==> src/rtl/prom_func_pkg.sv <==
// Shared types and helpers for the programmable-ROM function generator.
// Holds the FSM state enum and the INIT_TABLE entry extractor.
package prom_func_pkg;

  typedef enum logic {
    IDLE  = 1'b0,
    CLEAR = 1'b1
  } state_e;

  // Widest INIT_TABLE / entry the helper accepts; callers zero-extend into it.
  localparam int MAX_INIT_W = 1024;
  localparam int MAX_OUT_W  = 32;

  // Entry idx of a packed table whose entries are out_w bits wide, entry 0 in the LSBs.
  function automatic logic [MAX_OUT_W-1:0] init_entry(input logic [MAX_INIT_W-1:0] tbl,
                                                      input int idx,
                                                      input int out_w);
    logic [MAX_INIT_W-1:0] shifted;
    logic [MAX_OUT_W-1:0]  mask;
    shifted = tbl >> (idx * out_w);
    mask    = (MAX_OUT_W'(1) << out_w) - MAX_OUT_W'(1);
    return shifted[MAX_OUT_W-1:0] & mask;
  endfunction

endpackage

==> src/rtl/prom_func_gen_if.sv <==
// Lookup, program and clear signals of prom_func_gen bundled as one interface.
// master = the controller driving requests, slave = the function generator.
interface prom_func_gen_if #(
  parameter int ADDR_W = 2,
  parameter int OUT_W  = 2
);

  logic              en;
  logic [ADDR_W-1:0] x;
  logic [OUT_W-1:0]  y;
  logic              y_valid;

  logic              prog_valid;
  logic              prog_ready;
  logic [ADDR_W-1:0] prog_addr;
  logic [OUT_W-1:0]  prog_data;
  logic              prog_err;

  logic              clr_req;
  logic              busy;

  modport master (
    output en, x, prog_valid, prog_addr, prog_data, clr_req,
    input  y, y_valid, prog_ready, prog_err, busy
  );

  modport slave (
    input  en, x, prog_valid, prog_addr, prog_data, clr_req,
    output y, y_valid, prog_ready, prog_err, busy
  );

endinterface

==> src/rtl/prom_func_gen.sv <==
// Programmable-ROM function generator: registered 2^ADDR_W x OUT_W table lookup with
// program port and clear sequencer. Optional write-once locking under `PROM_LOCK_EN.
module prom_func_gen
  import prom_func_pkg::*;
#(
  parameter int                             ADDR_W     = 2,
  parameter int                             OUT_W      = 2,
  parameter logic [(2**ADDR_W)*OUT_W-1:0]   INIT_TABLE = 8'h9E
) (
  input  logic             clk,
  input  logic             rst_n,
  prom_func_gen_if.slave   bus
);

  localparam int DEPTH = 2 ** ADDR_W;
  localparam int CNT_W = ADDR_W + 1;

  state_e             state_q;
  logic [CNT_W-1:0]   cnt_q;
  logic [CNT_W-1:0]   cnt_d;
  logic               busy_q;
  logic [OUT_W-1:0]   y_q;
  logic               y_valid_q;
  logic [OUT_W-1:0]   tbl_q    [DEPTH];
  logic [OUT_W-1:0]   init_mem [DEPTH];

  logic prog_ready;
  logic wr_fire;
  logic lookup_fire;
  logic clr_last;
  logic wr_blocked;

  // Constant-only network: the reset image and the clear source are the same values.
  always_comb begin
    for (int k = 0; k < DEPTH; k++) begin
      init_mem[k] = OUT_W'(init_entry(MAX_INIT_W'(INIT_TABLE), k, OUT_W));
    end
  end

`ifdef PROM_LOCK_EN
  logic [DEPTH-1:0] locked_q;
  logic             prog_err_q;
`endif

  // NOTE: every signal written in always_comb gets a value on every path, so no latch is inferred.
  always_comb begin
    prog_ready  = (state_q == IDLE) && !bus.clr_req;
    wr_fire     = bus.prog_valid && prog_ready;
    lookup_fire = (state_q == IDLE) && bus.en;
    cnt_d       = cnt_q + CNT_W'(1);
    clr_last    = (cnt_q == CNT_W'(DEPTH - 1));
`ifdef PROM_LOCK_EN
    wr_blocked  = locked_q[bus.prog_addr];
`else
    wr_blocked  = 1'b0;
`endif
  end

  // NOTE: the table is register-based, so it is reset to INIT_TABLE like any other flop.
  always_ff @(posedge clk or negedge rst_n) begin
    if (!rst_n) begin
      state_q   <= IDLE;
      cnt_q     <= '0;
      busy_q    <= 1'b0;
      y_q       <= '0;
      y_valid_q <= 1'b0;
      for (int k = 0; k < DEPTH; k++) begin
        tbl_q[k] <= init_mem[k];
      end
`ifdef PROM_LOCK_EN
      locked_q   <= '0;
      prog_err_q <= 1'b0;
`endif
    end else begin
      // NOTE: non-blocking assignment makes a same-edge lookup see the pre-write entry.
      y_valid_q <= lookup_fire;
      if (lookup_fire) begin
        y_q <= tbl_q[bus.x];
      end
`ifdef PROM_LOCK_EN
      prog_err_q <= wr_fire && wr_blocked;
`endif

      case (state_q)
        IDLE: begin
          if (bus.clr_req) begin
            state_q <= CLEAR;
            cnt_q   <= '0;
            busy_q  <= 1'b1;
          end else if (wr_fire && !wr_blocked) begin
            tbl_q[bus.prog_addr] <= bus.prog_data;
`ifdef PROM_LOCK_EN
            locked_q[bus.prog_addr] <= 1'b1;
`endif
          end
        end

        CLEAR: begin
          tbl_q[cnt_q[ADDR_W-1:0]] <= init_mem[cnt_q[ADDR_W-1:0]];
`ifdef PROM_LOCK_EN
          locked_q[cnt_q[ADDR_W-1:0]] <= 1'b0;
`endif
          cnt_q <= cnt_d;
          if (clr_last) begin
            state_q <= IDLE;
            busy_q  <= 1'b0;
          end
        end

        default: state_q <= IDLE;
      endcase
    end
  end

  assign bus.y          = y_q;
  assign bus.y_valid    = y_valid_q;
  assign bus.prog_ready = prog_ready;
  assign bus.busy       = busy_q;
`ifdef PROM_LOCK_EN
  assign bus.prog_err   = prog_err_q;
`else
  assign bus.prog_err   = 1'b0;
`endif

endmodule

==> src/flat_wrapper.sv <==
// flat-port wrapper written by rule: the top's interface ports become plain ports
module prom_func_gen_flat import prom_func_pkg::*;
#(
  parameter int                             ADDR_W     = 2,
  parameter int                             OUT_W      = 2,
  parameter logic [(2**ADDR_W)*OUT_W-1:0]   INIT_TABLE = 8'h9E
)
  (clk, rst_n, bus_en, bus_x, bus_prog_valid, bus_prog_addr, bus_prog_data, bus_clr_req, bus_y, bus_y_valid, bus_prog_ready, bus_prog_err, bus_busy);
  prom_func_gen_if #(.ADDR_W(ADDR_W), .OUT_W(OUT_W)) bus_i ();
  input  logic clk;
  input  logic rst_n;
  input wire logic [$bits(bus_i.en)-1:0] bus_en;
  input wire logic [$bits(bus_i.x)-1:0] bus_x;
  input wire logic [$bits(bus_i.prog_valid)-1:0] bus_prog_valid;
  input wire logic [$bits(bus_i.prog_addr)-1:0] bus_prog_addr;
  input wire logic [$bits(bus_i.prog_data)-1:0] bus_prog_data;
  input wire logic [$bits(bus_i.clr_req)-1:0] bus_clr_req;
  output wire logic [$bits(bus_i.y)-1:0] bus_y;
  output wire logic [$bits(bus_i.y_valid)-1:0] bus_y_valid;
  output wire logic [$bits(bus_i.prog_ready)-1:0] bus_prog_ready;
  output wire logic [$bits(bus_i.prog_err)-1:0] bus_prog_err;
  output wire logic [$bits(bus_i.busy)-1:0] bus_busy;
  assign bus_i.en = bus_en;
  assign bus_i.x = bus_x;
  assign bus_i.prog_valid = bus_prog_valid;
  assign bus_i.prog_addr = bus_prog_addr;
  assign bus_i.prog_data = bus_prog_data;
  assign bus_i.clr_req = bus_clr_req;
  assign bus_y = bus_i.y;
  assign bus_y_valid = bus_i.y_valid;
  assign bus_prog_ready = bus_i.prog_ready;
  assign bus_prog_err = bus_i.prog_err;
  assign bus_busy = bus_i.busy;
  prom_func_gen #(.ADDR_W(ADDR_W), .OUT_W(OUT_W), .INIT_TABLE(INIT_TABLE)) u_core (.clk(clk), .rst_n(rst_n), .bus(bus_i));
endmodule
==> config.mk <==
export PLATFORM = sky130hd
export DESIGN_NAME = prom_func_gen_flat
export DESIGN_NICKNAME = d
export VERILOG_FILES = /design/src/rtl/prom_func_pkg.sv /design/src/rtl/prom_func_gen_if.sv /design/src/rtl/prom_func_gen.sv /design/src/flat_wrapper.sv
export SDC_FILE = /design/constraint.sdc
export NUM_CORES = 1
export LEC_CHECK = 0
export BUFFER_PORTS_ARGS = -buffer_cell sky130_fd_sc_hd__buf_2
export CAP_MARGIN = 20
export CORE_MARGIN = 1.5
export CORE_UTILIZATION = 57
export DETAILED_ROUTE_END_ITERATION = 6
export GPL_TIMING_DRIVEN = 0
export PLACE_DENSITY = 0.86
export REMOVE_ABC_BUFFERS = 1
export SYNTH_ARGS = -nofsm -noshare
export SYNTH_HDL_FRONTEND = slang
export SYNTH_SLANG_ARGS = --single-unit
==> constraint.sdc <==
create_clock -name clk -period 2.7 [get_ports clk]
set_input_delay 0.27 -clock clk [delete_from_list [all_inputs] [get_ports clk]]
set_output_delay 0.27 -clock clk [all_outputs]
set_load 0.01 [all_outputs]
==> summary.txt, run 1 <==
Status - finished, final reports clean
Pwr Total - 1.009 mW
Reg2Reg Depth - 3
PortBufs - 15
Clock root buffer - clkbuf_4
Final Hold Vio Count - 0
Yosys reg bits - 16
Peak VDD IR - 0.0004781 V
Setup CP Type - reg2out
TritonRoute pass-1 iters - 4
WL final - 1709 um
Initial core utilization - 61.05%
Register area share after synthesis - 44.22%
RSZ-0062 raised after global routing - no
Antenna diode count - 0
# clock sinks - 16
Core area - 1506 um^2
Post-layout minimum cycle time - 1.668 ns
Num CTS Buffers - 3
Worst hold stages - 3
CP bufs+invs - 1
DR vias - 702
Pleak - 0.4719 nW
GRT Util Overall - 21.97%
Hold WC Path Type - in2reg
Vias per cell - 6.158
Final Skew - 0.003333 ns
Clk_lat worst skew - 0.29 ns
Slew HR - 53.21%
Layout Nets - 116
Syn Area/Cell - 11.22 um^2
Max-cap violations - 0
IO Count - 17
Setup Viol. Count Final - 0
Slew at the pin closest to its max-slew limit - 0.7019 ns
Max clock buf depth - 2
CP delay by family, top - flip-flops
CTS HTree Levels - 1
Slew Limit Fails - 0
First-pass GRT wire length - 2925 um
GR Overflow Total - 0
Vias in the first global route - 632
Main area contributors after synthesis - dfrtp_1, dfstp_2, ha_1
Crit-path cells - nor2_1 -> buf_2
Drc violations - 0
Initial antenna violation count - 0
Post-CTS sizing - 0
Worst path max stage delay - 0.80 ns
Final ANT Viol Nets - 0
Syn. warnings - 0
CP arrival - 1.40 ns
Synth cell types - 36
CP required - 2.43 ns
Gpl congestion - 0.8762
Setup bufs post-CTS - 0
Die height - 43.17 um
Area added between synthesis and finish - 11.56%
DRT iter0 DRCs - 23
Die Wd - 43.17 um
Final period util - 61.79%
CP endpoint kind - primary output
Syn Inst Count - 82
Synthesized cell area - 919.6 um^2
Setup TNS Final - 0 ns
Share of layout cells above drive strength 1 - 30.61%
Crit. path cell count - 2
Clock transition at the registers of the reported paths - 0.09 ns
CTS tree - done
Crit path max fanout - 22
Slowest CP cell - dfrtp_1
Post-DP HPWL - 1293 um
Drt wl/cell - 14.99 um
Largest net degree at the start of global routing - 23
Top cell type's share of synthesized area - 29.93%
Rows - 14
Leading area contributor after synthesis - dfrtp_1
Die area - 1863 um^2
Power Density - 983.4 nW/um^2
Fmax - 599.4 MHz
CP Launch Type - flip-flop
metrics by stage:
| stage | utilization (%) | std cells | area (um^2) | hold slack, ns | setup WS [ns] |
|---|---|---|---|---|---|
| floorplan | - | 78 | 884.6 | -0.02559 | 1.254 |
| global placement | 65.03 | 109 | 979.7 | 0.1943 | 1.142 |
| detailed placement | 65.03 | 109 | 979.7 | 0.1989 | 1.102 |
| CTS | 68.11 | 114 | 1026 | 0.2604 | 1.039 |
| global route | 68.11 | 114 | 1026 | 0.2648 | 0.8864 |
| finish | 68.11 | 114 | 1026 | 0.2613 | 1.032 |
state kept, by name (all words and copies together) (netlist names):
| name | count |
|---|---|
| u_core.bus.busy | 1 |
| u_core.state_q | 1 |
| u_core.bus.y | 2 |
| u_core.bus.y_valid | 1 |
| u_core.cnt_q | 3 |
| u_core.tbl_q | 8 |
final timing paths:
kind,slack (ns),startpoint,to
worst max-delay path,1.03,u_core.state_q,bus_prog_ready
worst min-delay path,0.26,bus_prog_data[0],u_core.tbl_q[2]
worst max register to register,1.03,u_core.state_q,u_core.tbl_q[6]
worst min register to register,0.51,u_core.bus.y[1],u_core.bus.y[1]
max in group asynchronous,2.00,rst_n,u_core.tbl_q[1]
min in group asynchronous,0.40,rst_n,u_core.cnt_q[2]
where the power goes:
part	leakage [nW]	internal [mW]	switching, mW
logic	0.269	0.206	0.198
registers	0.182	0.352	0.0950
clock network	0.0210	0.0822	0.0761
total	0.472	0.640	0.369
area by class of cell:
type                       count  area, um^2
clock buffer                   4       36.28
fill                         114       480.5
inverter                       6       22.52
multi-input combinational     56       455.4
sequential                    16       406.6
tap                           16       20.02
timing repair buffer          16       85.08
metal layers:
metal	vias to the layer above	GRT usage [%]	wire length [um]
li1	327	-	-
met1	329	30.49	747
met2	39	33.13	793
met3	7	5.106	131
met4	0	8.485	36
met5	-	0	0
synth_stat cells (all sizes together):
cell type and number:
and4bb 1, mux4 2, nor3 1, a31oi 1
nor2 3, conb 1, nor4b 1, nand3 6
dfrtp 11, a221o 1, a21o 1, nor3b 1
nand2 6, nand2b 1, a21oi 1, o22ai 1
a21boi 1, nand3b 2, inv 6, nand4bb 1
nor4bb 1, nor2b 1, mux2 4, or4b 1
o21ai 5, a22o 2, ha 6, o31ai 2
buf 4, mux2i 1, o22a 1, dfstp 5
layout by cell type, fill, tap and decap left out, drive strengths merged, types with 2 or more instances in the layout:
cell     n
buf     15
dfrtp   11
inv      6
nand2    6
nand3    6
ha       6
dfstp    5
o21ai    5
clkbuf   4
mux2     4
nor2     3
nand3b   2
o31ai    2
mux4     2
a22o     2
worst register-to-register path: stages, from the launching register on:
cell     delay, ns
dfrtp_1       0.65
or4b_1        0.65
o21ai_1       0.15
a31oi_1       0.10
cells by family after synthesis:
logic type | after synthesis | synth area share (%)
other | 1 | 0.4078
buffers and inverters | 10 | 6.258
adder cells (fa/ha/maj) | 6 | 8.163
AND/OR/NAND/NOR | 26 | 18.23
flip-flops | 16 | 44.22
multiplexers | 7 | 10.88
AO/OA/AOI/OAI | 16 | 11.84
what timing repair did:
action | in CTS | in global routing
setup endpoints to repair | 0 | 0
endpoints found under the hold margin | 11 | 0
hold buffers | 1 | 0
Note: power is estimated with default switching activity, not from simulation.
==> inputs of run 2 (changes only) <==
Settings changed: CORE_UTILIZATION 57 to 53, PLACE_DENSITY 0.86 to 0.81.
Clock period 2.7 ns to 1.6 ns, I/O delays scaled along.
==> run 2 against run 1 <==
The flow now finishes with violations (DRC). Critical path type is now reg2reg. Hold slack got worse by 0.11 ns. Clock power increased by 66%. Non-clock buffer count unchanged. Flip-flop and latch count stayed put. Setup slack worse by 0.93 ns. Register-to-register slack lost 0.93 ns. Total power up 68%. Largest power group unchanged. Via count shrank 5.1%. Global-route usage shrank 1.3 points.
==> summary.txt, run 2 (same netlist as run 1, synthesis figures left out) <==
Status - finished, violations left
Failing checks - DRC
Final period util - 93.56%
Num CTS Buffers - 3 (unchanged)
# clock sinks - 16 (unchanged)
Post-layout minimum cycle time - 1.497 ns
DP Cell Count - 109 (unchanged)
Crit path max fanout - 22 (unchanged)
Initial core utilization - 58.99% (-2.1 points)
Final Hold Vio Count - 0 (unchanged)
Gpl congestion - 0.7922 (-9.6%)
Die height - 44.66 um (+3.5%)
Reg2Reg Depth - 3 (unchanged)
R2R setup slack - 0.10 ns (-0.93 ns)
Slew Limit Fails - 0 (unchanged)
Power Density - 1654 nW/um^2 (+68%)
Max reg flops - 8 (unchanged)
Max clock buf depth - 2 (unchanged)
FF-to-FF Start - u_core.state_q
Final ANT Viol Nets - 0 (unchanged)
CP endpoint kind - flip-flop
Reg-to-reg critical path endpoint - u_core.tbl_q[6]
Largest net degree at the start of global routing - 23 (unchanged)
Peak VDD IR - 0.001174 V (+150%)
GRT Util Overall - 20.67% (-1.3 points)
PortBufs - 15 (unchanged)
Area added between synthesis and finish - 11.70%
Fmax - 668.0 MHz
FILL cells - 134 (+18%)
WHS - 0.1500 ns (-0.1113 ns)
Final Non-Filler Cells - 114 (unchanged)
Largest Register - u_core.tbl_q
DP Area - 979.7 um^2 (unchanged)
Rows - 14 (unchanged)
Initial antenna violation count - 0 (unchanged)
Drc violations - 2 (+2)
Post-DP HPWL - 1296 um (+0.21%)
Drt wl/cell - 15.29 um (+2.0%)
CTS tree - done
Max-cap violations - 0 (unchanged)
IO Count - 17 (unchanged)
Setup TNS Final - 0 ns (unchanged)
RSZ-0062 raised after global routing - no
Die Wd - 44.66 um (+3.5%)
DR vias - 666 (-5.1%)
Core area - 1559 um^2 (+3.5%)
Cell area after layout - 1027 um^2 (+0.12%)
Hold WC Path Type - in2reg
Vias in the first global route - 607 (-4.0%)
Setup Viol. Count Final - 0 (unchanged)
Clock root buffer - clkbuf_4
Vias per cell - 5.842 (-5.1%)
CP required - 1.77 ns (-0.66 ns)
CP arrival - 1.67 ns (+0.27 ns)
Clk_lat worst skew - 0.28 ns (about the same)
Leading cell type in the layout, fill and taps excluded - buf_2
Hold endpoint - u_core.tbl_q[1]
Register area - 407.9 um^2 (+0.31%)
TritonRoute pass-1 iters - 7 (+3)
CTS HTree Levels - 1 (unchanged)
Share of layout cells above drive strength 1 - 31.63% (+1.0 points)
WL final - 1743 um (+2.0%)
CP Launch Type - flip-flop
Antenna diode count - 0 (unchanged)
Hold Startpoint - bus_prog_data[1]
Layout Nets - 116 (unchanged)
Worst hold stages - 3 (unchanged)
Clock transition at the registers of the reported paths - 0.09 ns (about the same)
Pleak - 0.4713 nW (-0.12%)
First-pass GRT wire length - 2849 um (-2.6%)
Footprint of the multi-input gates - 455.4 um^2 (unchanged)
Final Skew - 0.004751 ns (+0.001418 ns)
GR Overflow Total - 0 (unchanged)
Die area - 1994 um^2 (+7.0%)
Most frequent cells in the layout - buf_2, dfrtp_1
DRT iter0 DRCs - 17 (-26%)
Setup CP Type - reg2reg
==> run 2: cell counts in the layout (fill, tap and decap cells not counted) <==
Identical to the previous run, type by type.
==> run 2: power by group <==
group | internal (mW) | switching, mW | total (mW) | leakage (nW)
clock network | 0.139 | 0.125 | 0.263 | 0.0210
registers | 0.597 | 0.168 | 0.764 | 0.182
logic | 0.344 | 0.327 | 0.671 | 0.269
==> run 2: worst max path at each step <==
stage / start / endpoint / slack, ns / depth (start not counted)
4_1_cts: u_core.state_q / u_core.tbl_q[6] / 0.004 / 3
5_1_grt: u_core.state_q / u_core.tbl_q[6] / 0.08 / 3
3_5_place_dp: u_core.state_q / u_core.tbl_q[6] / 0.02 / 3
6_report: u_core.state_q / u_core.tbl_q[6] / 0.10 / 3
3_3_place_gp: u_core.state_q / u_core.tbl_q[6] / 0.04 / 3
2_1_floorplan: u_core.state_q / u_core.tbl_q[6] / 0.15 / 3
==> run 2: through the flow <==
stage	power, mW	setup WS (ns)	utilization (%)
6_report	1.699	0.1030	65.89
5_1_grt	1.838	0.08156	65.89
4_1_cts	1.707	0.004081	65.81
3_5_place_dp	1.438	0.01932	62.84
3_3_place_gp	1.393	0.03614	62.84
2_1_floorplan	1.215	0.1540	-
==> run 2: what timing repair did <==
action	4_1_cts	5_1_grt
hold buffers	1	0
resized for setup	0	1
endpoints found under the hold margin	11	0
buffers inserted	0	0
setup endpoints to repair	0	6
==> run 2: cell type report <==
class	instances	share of cell area, %
flip-flops and latches	16	39.71
clock buffers	4	3.532
multi-input cells	56	44.34
inverters	6	2.192
well taps	16	1.949
repair buffers	16	8.283
==> run 2: layer usage <==
metal	vias to the layer above	GRT usage [%]	part of all wire (%)
met5	-	0	0
met1	314	26.77	48
met2	19	33.62	47
met3	2	4.898	4.7
met4	0	7.273	0.52
li1	331	-	-
==> run 2: worst max-delay path, cell delays in order, from the launching register on <==
cell     delay [ns]
dfrtp_2        0.56
or4b_1         0.58
o21ai_1        0.16
a31oi_1        0.09
==> inputs of run 3 (changes only) <==
Settings changed: BUFFER_PORTS_ARGS -buffer_cell sky130_fd_sc_hd__buf_2 to default, CORE_UTILIZATION 53 to 60, DONT_BUFFER_PORTS from default to 1, PLACE_DENSITY 0.81 to 0.8.
==> run 3 against run 2 <==
The flow now finishes without violations. Register-to-register slack gained 0.04 ns. Die area down 11%. Flip-flop and latch count stayed put. Clock power increased by 2%. Critical path depth unchanged. Setup slack gained 0.035 ns. Core utilization is 7.4 points higher. Hold slack got worse by 0.14 ns. Non-clock buffer count fell by 10. Routed wire length decreased by 7.1%. Maximum frequency up 2.4%.
==> summary.txt, run 3 (same netlist as run 1, synthesis figures left out) <==
Drt wl/cell - 15.73 um (+2.9%)
Gpl congestion - 0.7817 (-1.3%)
Power Density - 1634 nW/um^2 (-1.2%)
Rows - 13 (-1)
Pwr Total - 1.635 mW (-3.8%)
Setup Viol. Count Final - 0 (unchanged)
Final WS setup - 0.1384 ns (+0.03539 ns)
CTS HTree Levels - 1 (unchanged)
Final period util - 91.35% (-2.2 points)
Leading cell type in the layout, fill and taps excluded - dfrtp_1
DP Cell Count - 93 (-15%)
Area added between synthesis and finish - 8.844%
Slowest CP cell - or4b_1
Final ANT Viol Nets - 0 (unchanged)
Largest Register - u_core.tbl_q
Drc violations - 0 (-2)
Peak VDD IR - 0.0009614 V (-18%)
Reg2Reg Depth - 3 (unchanged)
Max reg flops - 8 (unchanged)
Final Non-Filler Cells - 103 (-9.6%)
R2R setup slack - 0.14 ns (+0.04 ns)
Core area - 1366 um^2 (-12%)
DRT iter0 DRCs - 17 (unchanged)
Crit-path cells - or4b_1 -> o21ai_1 -> a31oi_1
Antenna diode count - 0 (unchanged)
PortBufs - 0 (-15)
GRT Util Overall - 20.62% (-0.048 points)
Vias per cell - 6.301 (+7.9%)
Reg-to-reg critical path endpoint - u_core.tbl_q[6]
Setup bufs post-CTS - 0 (unchanged)
CP Launch Type - flip-flop
Hold WC Path Type - in2reg
Pleak - 0.4310 nW (-8.6%)
Num CTS Buffers - 3 (unchanged)
Largest net degree at the start of global routing - 23 (unchanged)
Share of layout cells above drive strength 1 - 18.18% (-13 points)
Final Skew - 0.004270 ns (-0.0004810 ns)
Post-DP HPWL - 1135 um (-12%)
RSZ-0062 raised after global routing - no
Worst path max stage delay - 0.57 ns (about the same)
Worst Setup EP - u_core.tbl_q[6]
Status - finished, final reports clean
Slew HR - 52.45%
Initial core utilization - 67.31% (+8.3 points)
Max clock buf depth - 2 (unchanged)
Final Hold Vio Count - 0 (unchanged)
First-pass GRT wire length - 2704 um (-5.1%)
Initial antenna violation count - 0 (unchanged)
TritonRoute pass-1 iters - 4 (-3)
Setup CP Type - reg2reg
Vias in the first global route - 618 (+1.8%)
IO Count - 17 (unchanged)
Footprint of the multi-input gates - 455.4 um^2 (unchanged)
Crit path from - u_core.state_q
# clock sinks - 16 (unchanged)
Post-layout minimum cycle time - 1.462 ns (-0.03539 ns)
CP bufs+invs - 0 (unchanged)
Slew Limit Fails - 0 (unchanged)
Die area - 1777 um^2 (-11%)
CP delay by family, top - simple AND/OR/NAND/NOR gates
Slew at the pin closest to its max-slew limit - 0.7110 ns
Clk_lat worst skew - 0.29 ns (about the same)
Max-cap violations - 0 (unchanged)
Die height - 42.15 um (-5.6%)
Fmax - 684.2 MHz (+2.4%)
Layout Nets - 106 (-8.6%)
CP required - 1.78 ns (about the same)
CP endpoint kind - flip-flop
Clock transition at the registers of the reported paths - 0.09 ns (about the same)
FILL cells - 98 (-27%)
Crit path max fanout - 22 (unchanged)
CTS tree - done
FF-to-FF Start - u_core.state_q
Die Wd - 42.15 um (-5.6%)
Final Core Density - 73.26% (+7.4 points)
WL final - 1620 um (-7.1%)
DR vias - 649 (-2.6%)
CP arrival - 1.64 ns (-0.03 ns)
Crit. path cell count - 3 (unchanged)
Clock root buffer - clkbuf_4
GR Overflow Total - 0 (unchanged)
Register area - 407.9 um^2 (unchanged)
Placement Setup Slack - 0.01820 ns (-0.001123 ns)
Setup TNS Final - 0 ns (unchanged)
==> run 3: final cells by class <==
class	count	area share [%]
Sequential cell	16	40.75
Timing Repair Buffer	6	6.000
Multi-Input combinational cell	56	45.50
Tap cell	15	1.875
Clock buffer	4	3.625
Inverter	6	2.250
==> run 3: how the worst min path moves through the flow <==
stage	startpoint	endpoint	cells past startpoint
2_1_floorplan	rst_n	u_core.bus.busy	0
3_3_place_gp	rst_n	u_core.state_q	0
3_5_place_dp	rst_n	u_core.bus.busy	0
4_1_cts	bus_prog_data[1]	u_core.tbl_q[1]	2
5_1_grt	bus_prog_addr[1]	u_core.tbl_q[7]	2
6_report	bus_prog_data[1]	u_core.tbl_q[1]	2
==> run 3: routing by layer <==
layer / wire length [um] / global-route usage, %
met2: 770 / 32.50
met5: 0 / 0
met1: 743 / 26.46
met3: 80 / 4.310
met4: 26 / 11.25
==> run 3: report_power, final <==
group / internal, mW / switching (mW)
logic: 0.314 / 0.269
clock network: 0.139 / 0.129
registers: 0.598 / 0.187
total: 1.05 / 0.585
==> run 3: stage by stage <==
step                hold slack (ns)  cell area (um^2)
floorplan                   -0.1356             884.6
global placement            -0.1352             903.4
detailed placement          -0.1352             903.4
CTS                        0.006767             999.7
global route                0.01312              1001
finish                     0.006021              1001
==> run 3: worst register-to-register path: stages, from the launching register on <==
cell and delay, ns:
dfrtp_2 0.56, or4b_1 0.57, o21ai_1 0.14, a31oi_1 0.08
==> run 3: what timing repair did <==
action / in CTS / in global routing
gates resized for setup: 0 / 1
endpoints found under the setup margin: 0 / 6
hold endpoints to repair: 22 / 0
hold buffers: 6 / 0
